==> config.mk <==
export PLATFORM = sky130hd
export DESIGN_NAME = param_multicycle_cpu
export DESIGN_NICKNAME = d
export VERILOG_FILES = /design/src/rtl/cpu_pkg.sv /design/src/rtl/cpu_alu.sv /design/src/rtl/param_multicycle_cpu.sv
export SDC_FILE = /design/constraint.sdc
export NUM_CORES = 1
export LEC_CHECK = 0
export BUFFER_PORTS_ARGS = -buffer_cell sky130_fd_sc_hd__buf_2
export CAP_MARGIN = 20
export CORE_ASPECT_RATIO = 0.6
export CORE_MARGIN = 2
export CORE_UTILIZATION = 40
export DETAILED_ROUTE_END_ITERATION = 8
export PLACE_DENSITY = 0.55
export SYNTH_ARGS = -nofsm -noshare
export SYNTH_HDL_FRONTEND = slang
export SYNTH_SLANG_ARGS = --single-unit
==> constraint.sdc <==
create_clock -name Clock -period 17.1 [get_ports Clock]
set_input_delay 1.71 -clock Clock [delete_from_list [all_inputs] [get_ports Clock]]
set_output_delay 1.71 -clock Clock [all_outputs]
set_load 0.02 [all_outputs]
==> src/rtl/cpu_pkg.sv <==
// Shared definitions for the multi-cycle core: opcodes, FSM states
// and instruction field positions.
package cpu_pkg;

    localparam logic [3:0] OP_MV   = 4'd0;
    localparam logic [3:0] OP_MVI  = 4'd1;
    localparam logic [3:0] OP_ADD  = 4'd2;
    localparam logic [3:0] OP_SUB  = 4'd3;
    localparam logic [3:0] OP_AND  = 4'd4;
    localparam logic [3:0] OP_SLT  = 4'd5;
    localparam logic [3:0] OP_SLL  = 4'd6;
    localparam logic [3:0] OP_SRL  = 4'd7;
    localparam logic [3:0] OP_MVNZ = 4'd8;
    localparam logic [3:0] OP_LD   = 4'd9;
    localparam logic [3:0] OP_SD   = 4'd10;
    localparam logic [3:0] OP_HALT = 4'd11;

    localparam int OP_HI  = 15;
    localparam int OP_LO  = 12;
    localparam int RX_HI  = 11;
    localparam int RX_LO  = 9;
    localparam int RY_HI  = 8;
    localparam int RY_LO  = 6;
    localparam int IMM_LO = 0;

    typedef enum logic [2:0] {
        S_IDLE,
        S_FETCH,
        S_EX1,
        S_EX2,
        S_EX3,
        S_HALT
    } state_t;

endpackage

==> src/rtl/cpu_alu.sv <==
// Combinational ALU for the multi-cycle core.
// Shift amounts use the low log2(DATA_W) bits of b.
module cpu_alu
    import cpu_pkg::*;
#(
    parameter int DATA_W = 16
) (
    input  logic [3:0]        op,
    input  logic [DATA_W-1:0] a,
    input  logic [DATA_W-1:0] b,
    output logic [DATA_W-1:0] y
);

    localparam int SH_W = $clog2(DATA_W);

    logic [SH_W-1:0] amt;

    assign amt = b[SH_W-1:0];

    // Shifting by amt >= DATA_W yields zero by language semantics.
    always_comb begin
        y = '0;
        case (op)
            OP_ADD:  y = a + b;
            OP_SUB:  y = a - b;
            OP_AND:  y = a & b;
            OP_SLT:  y = DATA_W'(a < b);
            OP_SLL:  y = a << amt;
            OP_SRL:  y = a >> amt;
            default: y = '0;
        endcase
    end

endmodule

==> src/rtl/param_multicycle_cpu.sv <==
// Parametrised multi-cycle 16-bit-instruction processor core.
// FSM, register file, memories and PC live here; arithmetic in cpu_alu.
module param_multicycle_cpu
    import cpu_pkg::*;
#(
    parameter int DATA_W     = 16,
    parameter int IMEM_DEPTH = 16,
    parameter int DMEM_DEPTH = 8
) (
    input  logic                          Clock,
    input  logic                          Reset,
    input  logic                          Run,
    input  logic                          IWrEn,
    input  logic [$clog2(IMEM_DEPTH)-1:0] IWrAddr,
    input  logic [15:0]                   IWrData,
    output logic                          Done,
    output logic                          Halted,
    output logic [DATA_W-1:0]             Out,
    output logic [$clog2(IMEM_DEPTH)-1:0] Pc
);

    localparam int IA_W = $clog2(IMEM_DEPTH);
    localparam int DA_W = $clog2(DMEM_DEPTH);

    state_t state;
    state_t state_nxt;

    logic [15:0]       ir;
    logic [15:0]       imem [IMEM_DEPTH];
    logic [DATA_W-1:0] dmem [DMEM_DEPTH];
    logic [DATA_W-1:0] rf [8];
    logic [DATA_W-1:0] a_reg;
    logic [DATA_W-1:0] g_reg;
    logic              g_nz;
    logic [DA_W-1:0]   daddr;

    logic [3:0]        op;
    logic [2:0]        rx;
    logic [2:0]        ry;
    logic [DATA_W-1:0] rx_v;
    logic [DATA_W-1:0] ry_v;
    logic [DATA_W-1:0] alu_a;
    logic [DATA_W-1:0] alu_y;

    logic              retire;
    logic              rf_we;
    logic              out_we;
    logic              a_ld;
    logic              g_ld;
    logic              addr_ld;
    logic              mem_we;
    logic              halt_set;
    logic [DATA_W-1:0] rf_wd;

    assign op    = ir[OP_HI:OP_LO];
    assign rx    = ir[RX_HI:RX_LO];
    assign ry    = ir[RY_HI:RY_LO];
    assign rx_v  = rf[rx];
    assign ry_v  = rf[ry];
    assign alu_a = (state == S_EX2) ? a_reg : rx_v;

    cpu_alu #(
        .DATA_W(DATA_W)
    ) u_alu (
        .op(op),
        .a (alu_a),
        .b (ry_v),
        .y (alu_y)
    );

    always_ff @(posedge Clock or posedge Reset) begin
        if (Reset) state <= S_IDLE;
        else       state <= state_nxt;
    end

    always_comb begin
        state_nxt = state;
        retire    = 1'b0;
        rf_we     = 1'b0;
        out_we    = 1'b0;
        a_ld      = 1'b0;
        g_ld      = 1'b0;
        addr_ld   = 1'b0;
        mem_we    = 1'b0;
        halt_set  = 1'b0;
        rf_wd     = alu_y;
        case (state)
            S_IDLE:  if (Run) state_nxt = S_FETCH;
            S_FETCH: state_nxt = S_EX1;
            S_EX1: begin
                case (op)
                    OP_MV: begin
                        rf_wd  = ry_v;
                        rf_we  = 1'b1;
                        out_we = 1'b1;
                        retire = 1'b1;
                    end
                    OP_MVI: begin
                        rf_wd  = DATA_W'(ir[RY_HI:IMM_LO]);
                        rf_we  = 1'b1;
                        out_we = 1'b1;
                        retire = 1'b1;
                    end
                    OP_AND, OP_SLT, OP_SLL, OP_SRL: begin
                        rf_we  = 1'b1;
                        out_we = 1'b1;
                        retire = 1'b1;
                    end
                    // Writing rX back to itself is the "no write" case.
                    OP_MVNZ: begin
                        rf_wd  = g_nz ? ry_v : rx_v;
                        rf_we  = 1'b1;
                        out_we = 1'b1;
                        retire = 1'b1;
                    end
                    OP_ADD, OP_SUB: begin
                        a_ld      = 1'b1;
                        state_nxt = S_EX2;
                    end
                    OP_LD, OP_SD: begin
                        addr_ld   = 1'b1;
                        state_nxt = S_EX2;
                    end
                    OP_HALT: begin
                        halt_set = 1'b1;
                        retire   = 1'b1;
                    end
                    default: retire = 1'b1;
                endcase
            end
            S_EX2: begin
                case (op)
                    OP_ADD, OP_SUB: begin
                        g_ld      = 1'b1;
                        state_nxt = S_EX3;
                    end
                    OP_LD: begin
                        rf_wd  = dmem[daddr];
                        rf_we  = 1'b1;
                        out_we = 1'b1;
                        retire = 1'b1;
                    end
                    OP_SD: begin
                        rf_wd  = rx_v;
                        mem_we = 1'b1;
                        out_we = 1'b1;
                        retire = 1'b1;
                    end
                    default: state_nxt = S_IDLE;
                endcase
            end
            S_EX3: begin
                rf_wd  = g_reg;
                rf_we  = 1'b1;
                out_we = 1'b1;
                retire = 1'b1;
            end
            S_HALT:  state_nxt = S_HALT;
            default: state_nxt = S_IDLE;
        endcase
        if (retire) begin
            if (halt_set)  state_nxt = S_HALT;
            else if (Run)  state_nxt = S_FETCH;
            else           state_nxt = S_IDLE;
        end
    end

    always_ff @(posedge Clock or posedge Reset) begin
        if (Reset) begin
            Pc     <= '0;
            ir     <= '0;
            Done   <= 1'b0;
            Halted <= 1'b0;
            Out    <= '0;
            g_nz   <= 1'b0;
            a_reg  <= '0;
            g_reg  <= '0;
            daddr  <= '0;
            for (int i = 0; i < 8; i++) rf[i] <= DATA_W'(i);
            for (int i = 0; i < DMEM_DEPTH; i++) dmem[i] <= DATA_W'(i);
        end else begin
            Done <= retire;
            if (state == S_FETCH) begin
                ir <= imem[Pc];
                Pc <= Pc + IA_W'(1);
            end
            if (a_ld) a_reg <= rx_v;
            if (g_ld) begin
                g_reg <= alu_y;
                g_nz  <= (alu_y != '0);
            end
            if (addr_ld)  daddr      <= ry_v[DA_W-1:0];
            if (rf_we)    rf[rx]     <= rf_wd;
            if (mem_we)   dmem[daddr] <= rx_v;
            if (out_we)   Out        <= rf_wd;
            if (halt_set) Halted     <= 1'b1;
        end
    end

    // Program memory is loadable only while the core is not executing.
    always_ff @(posedge Clock) begin
        if (IWrEn && (state == S_IDLE || state == S_HALT))
            imem[IWrAddr] <= IWrData;
    end

endmodule

# Yosys cells after proc, flatten, opt, wreduce, memory -nomap -nowiden
# Memory sizes are Yosys's and may differ from the RTL's. A register that Yosys moved wholly into a read port is not among the register bits.
# Cells that the tools add are included.
# word_totals
ff_bits,317
latchBits,0
ram_bits,256
romBits,0
input_bits,24
output_inout_bits,22
wordCells,118
memories,1
# mem_list
name,depth,width,rd,rd_clocked_by_memory_dff,wr,line_no,source
imem,16,16,1,1,1,param_multicycle_cpu.sv:29,logic [15:0] imem [IMEM_DEPTH];
# op_classes
n_addsub,3
multipliers,0
n_div,0
n_lt_le_gt_ge,6
eq_ne,20
n_shift,2
muxes,45
n_bitwise,4
n_reduce_logical,12
# op_table
cell,n
$bwmux 128,2
$mux 16,10
$bmux 16 s3,3
$demux 16 s3,2
$pmux 16 s3,2
$pmux 16 s6,1
$pmux 16 s2,1
$pmux 3 s6,1
$add 16x16->16,1
$and 16x16->16,1
$eq 4x3->1 const B,4
$eq 4x4->1 const B,4
$lt 16x16->1,1
$reduce_bool 16->1,1
$shl 16x4->16,1
$shr 16x4->16,1
$sub 16x16->16,1
$mux 1,15
$ge 4x4->1 const B,3
$mux 3,4
$not 3->4,3
$ne 3x3->1 const B,3
$pmux 1 s3,3
$eq 4x2->1 const B,2
other kinds (16),22

# Depth between registers and ports, before layout
# logic_depth
word_depth,10
depth_mapped,21
mapped_depth_nobuf,16

# Modules after synthesis
# From an unflattened synthesis, not the netlist that was laid out.
# unflattened
hier_cells,2417
area_unflattened_um2,29300.6
# modules_own_cells
module,n_inst,cells_per_inst,area_each_um2,seq_area_each_um2
param_multicycle_cpu,1,1932,26127.6,16050.4
cpu_alu,1,485,3173.0,0.0

# Worst setup path before layout
# No wires, ideal clock.
# synth_timing
path_kind,reg-to-reg
startpoint,reg state[1]
endpoint,reg rf[110] (netlist bit)
setup_ns,0.153
t_arrival_ns,5.324
required_time_ns,16.947
slack_ns,11.623
path_stages_with_launch,22
n_path_buf,7
synth_period_minus_slack_ns,5.477
cell_sequence,dfrtp_1 > clkbuf_1 > nand3b_1 > clkbuf_1 > clkbuf_1 > buf_1 > clkbuf_1 > buf_1 > nor2_1 > a21oi_1 > ha_1 > clkbuf_1 > a21o_1 > a211oi_1 > o21ai_0 > a2111oi_0 > o31a_1 > o211ai_1 > a21oi_1 > nand2_1 > o221ai_1 > a41oi_1
# synth_via
elab_chain_cells,7
elab_cells_between_ends,15
cone_classes,2 x add/sub; 3 x eq/ne; 2 x shift; 7 x mux; 1 x bitwise
# synth_rtl
element,line_no,source
from (decl),param_multicycle_cpu.sv:25,state_t state;
from (signal assigned),param_multicycle_cpu.sv:73,else state <= state_nxt;
$eq 3x2->1,"param_multicycle_cpu.sv:60, param_multicycle_cpu.sv:87",
$mux 16,param_multicycle_cpu.sv:60,assign alu_a = (state == S_EX2) ? a_reg : rx_v;
$sub 16x16->16 (tied with other cells),cpu_alu.sv:25,OP_SUB: y = a - b;
$pmux 16 s6,cpu_alu.sv:23,case (op)
$pmux 16 s3 or $pmux 16 s2 (tied branches),"param_multicycle_cpu.sv:91, param_multicycle_cpu.sv:132",
$pmux 16 s3,param_multicycle_cpu.sv:87,case (state)
$bwmux 128,param_multicycle_cpu.sv:193,if (rf_we) rf[rx] <= rf_wd;
"to (signal, indexed assignment)",param_multicycle_cpu.sv:193,
to (decl),param_multicycle_cpu.sv:31,logic [DATA_W-1:0] rf [8];
# Several ways; a longest one is shown, not always the timed one.
# A chain may end at the register's enable or synchronous reset.

# Final worst setup path
# layout_timing
startpoint,"reg ir[11], read port of imem"
endpoint,reg rf[46] (netlist bit)
# layout_via
elab_chain_cells,10
elab_cells_between_ends,21
cone_classes,2 x add/sub; 2 x order compare; 2 x shift; 12 x mux; 2 x bitwise; 1 x reduce/logical
# layout_rtl
element,line_no,source
from (decl),param_multicycle_cpu.sv:28,logic [15:0] ir;
$not 3->4 (not written as such) (*),"param_multicycle_cpu.sv:58, param_multicycle_cpu.sv:193",
$bmux 16 s3,param_multicycle_cpu.sv:58,assign rx_v = rf[rx];
$mux 16 (not written as such) (2 in series),param_multicycle_cpu.sv:58,
$mux 16,param_multicycle_cpu.sv:60,
$sub 16x16->16 (tied with other cells),cpu_alu.sv:25,
$pmux 16 s6,cpu_alu.sv:23,
$pmux 16 s3 or $pmux 16 s2 (tied branches),"param_multicycle_cpu.sv:91, param_multicycle_cpu.sv:132",
$pmux 16 s3,param_multicycle_cpu.sv:87,
$bwmux 128 (*),param_multicycle_cpu.sv:193,
# Mark *: on every way between the ends. The rest lies on a longest branch, timed or not. The select of a mux whose other input is x is not followed.

==> PnR_summary.wiki <==
{| class="wikitable"
! Metric !! Value
|-
| Number of cells produced by synthesis || 2,552
|-
| Minimum period implied by the final worst setup slack || 6.54 ns
|-
| Initial antenna violation count || 3
|-
| IO Port Bufs || 45
|-
| Critical Path AT || 6.99 ns
|-
| Slew Limit Fails || 0
|-
| Detailed-route via count || 22,100
|-
| Main flop type after synthesis || sky130_fd_sc_hd__dfrtp_1
|-
| Unrepaired setup endpoints after global routing || false
|-
| Die Outline Area || 76,500 um^2
|-
| Final number of setup-violating endpoints || 0
|-
| Status || finished, final reports clean
|-
| Hold-fix buffer count after cts || 0
|-
| Routed Antenna Nets || 0
|-
| Number of cells traversed by the worst register-to-register path || 17
|-
| Number of max-capacitance violations reported || 0
|-
| Number of synthesized flops with an enable pin || 256
|-
| Reg area || 16,100 um^2
|-
| Post-synth top area share || 0.260
|-
| Number of levels in the clock H-tree || 2
|-
| Register with the highest flop count || imem
|-
| Proportion of power drawn by combinational gates || 0.510
|-
| Reg power frac || 0.298
|-
| Overall routed net length || 98,400 um
|-
| CP delay by family, top || compound AO/OA/AOI/OAI gates
|-
| Routed wirelength normalized by instance count || 27.4 um
|-
| Worst stage delay on the critical path || 0.91 ns
|-
| Resize count post-CTS || 0
|-
| Maximum fanout along the worst path || 23
|-
| Clock edge transition at the registers on the reported setup and hold paths || 0.07 ns
|-
| Y dimension of the die || 215 um
|-
| Source of the worst register-to-register timing path || ir[11]
|-
| Synthesized net count || 2,612
|-
| Filler Cells Inserted || 6,819
|-
| Critical path's most frequent cell || sky130_fd_sc_hd__a21oi_1
|-
| Final net count || 2,621
|-
| Non-Filler Cell Area, Final || 33,200 um^2
|-
| Number of flip-flops under the largest register name || 256
|-
| Die extent in x || 356 um
|-
| Non-filler instance count after layout || 3,594
|-
| Clk network pwr share || 0.193
|-
| Clock Sinks || 589
|-
| Clock network latency to the later pin of the worst-skew pair || 0.63 ns
|-
| Crit path required time || 17.55 ns
|-
| Ys async rst share || 0.565
|-
| Total of warnings raised by yosys || 0
|-
| Post-detail-place hpwl || 68,100 um
|-
| Internal Power || 0.00361 W
|-
| Synthesis-stage register bit count || 589
|-
| VDD IR-drop max || 100 uV
|-
| Weighted congestion at the end of routability-driven global placement || 1.02
|-
| Part of the Yosys area used for sequential elements || 0.540
|-
| DRC violation count after routing || 0
|-
| Maximum number of buffers from clock root to sink || 3
|-
| Placed cells || 3,487
|-
| Hold path cells || 1
|-
| Syn avg cell area || 11.6 um^2
|-
| Number of top-level pins || 46
|-
| Gr usage total || 0.257
|-
| Final global-route overflow total || 0
|-
| Share of post-route cells with drive strength above 1 || 0.191
|-
| Worst Max-Slew Pin Slew || 1.31 ns
|-
| Synth area leader || sky130_fd_sc_hd__dfrtp_1
|-
| Final period utilization || 0.383
|-
| Register-to-register setup slack || 10.56 ns
|-
| Endpoint class of the critical path || register
|-
| Fin Clk Skew || 0.0345 ns
|-
| Placed inst area || 31,300 um^2
|-
| Number of DRC markers in iteration 0 || 3,066
|-
| Initial core utilization || 0.404
|-
| Type of the worst min-delay path || register to register
|-
| Post-synthesis instance area || 29,700 um^2
|-
| Site Rows || 77
|-
| Main area contributors after synthesis || sky130_fd_sc_hd__dfrtp_1, sky130_fd_sc_hd__edfxtp_1, sky130_fd_sc_hd__mux4_2, sky130_fd_sc_hd__o21ai_0, sky130_fd_sc_hd__nand2_1
|-
| Launch instance of the worst min-delay path || Halted
|-
| Final hold viol count || 0
|-
| Power spent charging and discharging nets || 0.00296 W
|-
| Via density per instance || 6.16
|-
| Regs by FF count || imem: 256 flops, dmem: 128 flops, rf: 128 flops
|-
| Fin Setup TNS || 0 ns
|-
| Fmax || 0.153 GHz
|-
| Standard cell core area || 73,600 um^2
|-
| Relative area change from synthesis to final layout || 11.9%
|-
| Pin count of the biggest net entering global routing || 125
|-
| Worst-path cell with the longest stage delay || sky130_fd_sc_hd__dfrtp_1
|-
| Critical Setup Path Class || register to register
|-
| First-pass GRT wire length || 146,000 um
|-
| First-pass iteration count of the detailed router || 6
|-
| TritonCTS clock tree || yes
|-
| Cts bufs inserted || 54
|-
| Sink of the worst hold path || Halted
|-
| Critical path buffer and inverter count || 2
|-
| Critical path, cell by cell || buf_4 -> mux4_2 -> mux2_2 -> mux2i_2 -> ha_1 -> inv_1 -> fa_1 -> a21oi_1 -> o211a_1 -> o21ai_0 -> a2111oi_0 -> o31a_1 -> o211ai_1 -> a21oi_1 -> nand2_1 -> o221ai_1 -> a41oi_1
|-
| Reg-to-reg endpoint || rf[46]
|-
| Library cells used by synthesis || 80
|-
| Leakage dissipation || 12.8 nW
|-
| Switch share || 0.450
|-
| Clock root cell || sky130_fd_sc_hd__clkbuf_16
|-
| Setup fix buffers added after clock tree synthesis || 0
|-
| Power Dens Cells || 198 nW/um^2
|-
| Via count of the first global-routing pass || 21,400
|-
| Relative slew slack || 0.117
|-
| Multi-input combinational cell area || 12,800 um^2
|-
| Kind of start point of the critical path || register
|}
==> synth_stat cells (9+ instances only) <==
cell type / n
sky130_fd_sc_hd__nor4_1: 9
sky130_fd_sc_hd__mux2_2: 50
sky130_fd_sc_hd__and3_1: 11
sky130_fd_sc_hd__o21ai_0: 274
sky130_fd_sc_hd__buf_2: 14
sky130_fd_sc_hd__o221ai_1: 12
sky130_fd_sc_hd__a22o_1: 11
sky130_fd_sc_hd__a21oi_1: 150
sky130_fd_sc_hd__clkbuf_1: 153
sky130_fd_sc_hd__o211ai_1: 13
sky130_fd_sc_hd__nand3_1: 29
sky130_fd_sc_hd__nand2_1: 311
sky130_fd_sc_hd__nor2b_1: 16
sky130_fd_sc_hd__a21o_1: 14
sky130_fd_sc_hd__o22ai_1: 16
sky130_fd_sc_hd__mux4_2: 144
sky130_fd_sc_hd__buf_1: 22
sky130_fd_sc_hd__ha_1: 34
sky130_fd_sc_hd__nand2b_1: 23
sky130_fd_sc_hd__mux2i_1: 89
sky130_fd_sc_hd__nor3_1: 28
sky130_fd_sc_hd__edfxtp_1: 256
sky130_fd_sc_hd__a221oi_1: 14
sky130_fd_sc_hd__dfstp_2: 24
sky130_fd_sc_hd__xnor2_1: 12
sky130_fd_sc_hd__inv_1: 38
sky130_fd_sc_hd__a31oi_1: 15
sky130_fd_sc_hd__nand4_1: 10
sky130_fd_sc_hd__nor2_1: 200
sky130_fd_sc_hd__dfrtp_1: 309
sky130_fd_sc_hd__a211oi_1: 20
sky130_fd_sc_hd__a22oi_1: 62
sky130_fd_sc_hd__or3_1: 12
==> metal layers <==
metal	GRT usage	wire, um
met1	0.413	46700
met2	0.336	38900
met3	0.0759	10900
met4	0.0506	1710
met5	0.0125	152
==> through the flow <==
| step | power [W] | setup WS (ns) | hold WS (ns) | util |
|---|---|---|---|---|
| floorplan | 0.00403 | 6.20 | 0.440 | - |
| global placement | 0.00517 | 10.65 | 0.453 | 0.424 |
| detailed placement | 0.00521 | 10.73 | 0.458 | 0.425 |
| CTS | 0.00648 | 10.70 | 0.473 | 0.450 |
| global route | 0.00690 | 9.95 | 0.494 | 0.451 |
| finish | 0.00657 | 10.56 | 0.479 | 0.451 |
==> worst max path at each step <==
stage / startpoint / endpoint / slack (ns) / depth (start not counted)
after global routing: ir[9] / rf[46] / 9.95 / 16
after detailed placement: ir[9] / rf[127] / 10.73 / 14
after floorplan: Reset / Done / 6.20 / 1
after global placement: ir[9] / rf[104] / 10.65 / 16
final: ir[11] / rf[46] / 10.56 / 17
after CTS: ir[9] / rf[42] / 10.70 / 16
==> power by group through the flow <==
stage / registers [W] / logic (W) / clock network, W
3_3_place_gp: 0.00197 / 0.00320 / 0
4_1_cts: 0.00196 / 0.00324 / 0.00129
5_1_grt: 0.00199 / 0.00355 / 0.00135
6_report: 0.00196 / 0.00335 / 0.00127
2_1_floorplan: 0.00184 / 0.00218 / 0
3_5_place_dp: 0.00198 / 0.00323 / 0
==> cell families (layout without fill, tap and decap cells) <==
kind of cell	after synthesis	in the layout	share of synthesized area
XOR/XNOR	17	17	0.00501
other	0	1	0
buffers and inverters	235	289	0.0312
flip-flops	589	589	0.540
AO/OA/AOI/OAI	704	704	0.147
multiplexers	287	287	0.161
AND/OR/NAND/NOR	684	684	0.100
adder cells (fa/ha/maj)	36	36	0.0157
==> worst register-to-register path, cell delays in order, from the launching register on <==
cell,delay (ns)
sky130_fd_sc_hd__dfrtp_1,0.91
sky130_fd_sc_hd__buf_4,0.45
sky130_fd_sc_hd__mux4_2,0.38
sky130_fd_sc_hd__mux2_2,0.36
sky130_fd_sc_hd__mux2i_2,0.31
sky130_fd_sc_hd__ha_1,0.25
sky130_fd_sc_hd__inv_1,0.06
sky130_fd_sc_hd__fa_1,0.46
sky130_fd_sc_hd__a21oi_1,0.20
sky130_fd_sc_hd__o211a_1,0.27
sky130_fd_sc_hd__o21ai_0,0.16
sky130_fd_sc_hd__a2111oi_0,0.83
sky130_fd_sc_hd__o31a_1,0.25
sky130_fd_sc_hd__o211ai_1,0.10
sky130_fd_sc_hd__a21oi_1,0.22
sky130_fd_sc_hd__nand2_1,0.18
sky130_fd_sc_hd__o221ai_1,0.74
sky130_fd_sc_hd__a41oi_1,0.23
==> cell usage in the layout, fill, tap and decap left out, drive strengths merged, types with 73 or more instances in the layout <==
cell,instances
nand2,311
dfrtp,309
o21ai,280
edfxtp,256
nor2,200
a21oi,150
buf,147
mux4,144
mux2i,93
clkbuf,73
==> final cells by class <==
type,count,area share
multi-input cells,1728,0.386
well taps,987,0.0372
clock buffers,72,0.0461
clock inverters,29,0.00919
diodes,1,0.0000753
repair buffers,148,0.0331
inverters,40,0.00475
flip-flops and latches,589,0.483
Power figures use the tool's default switching activity.
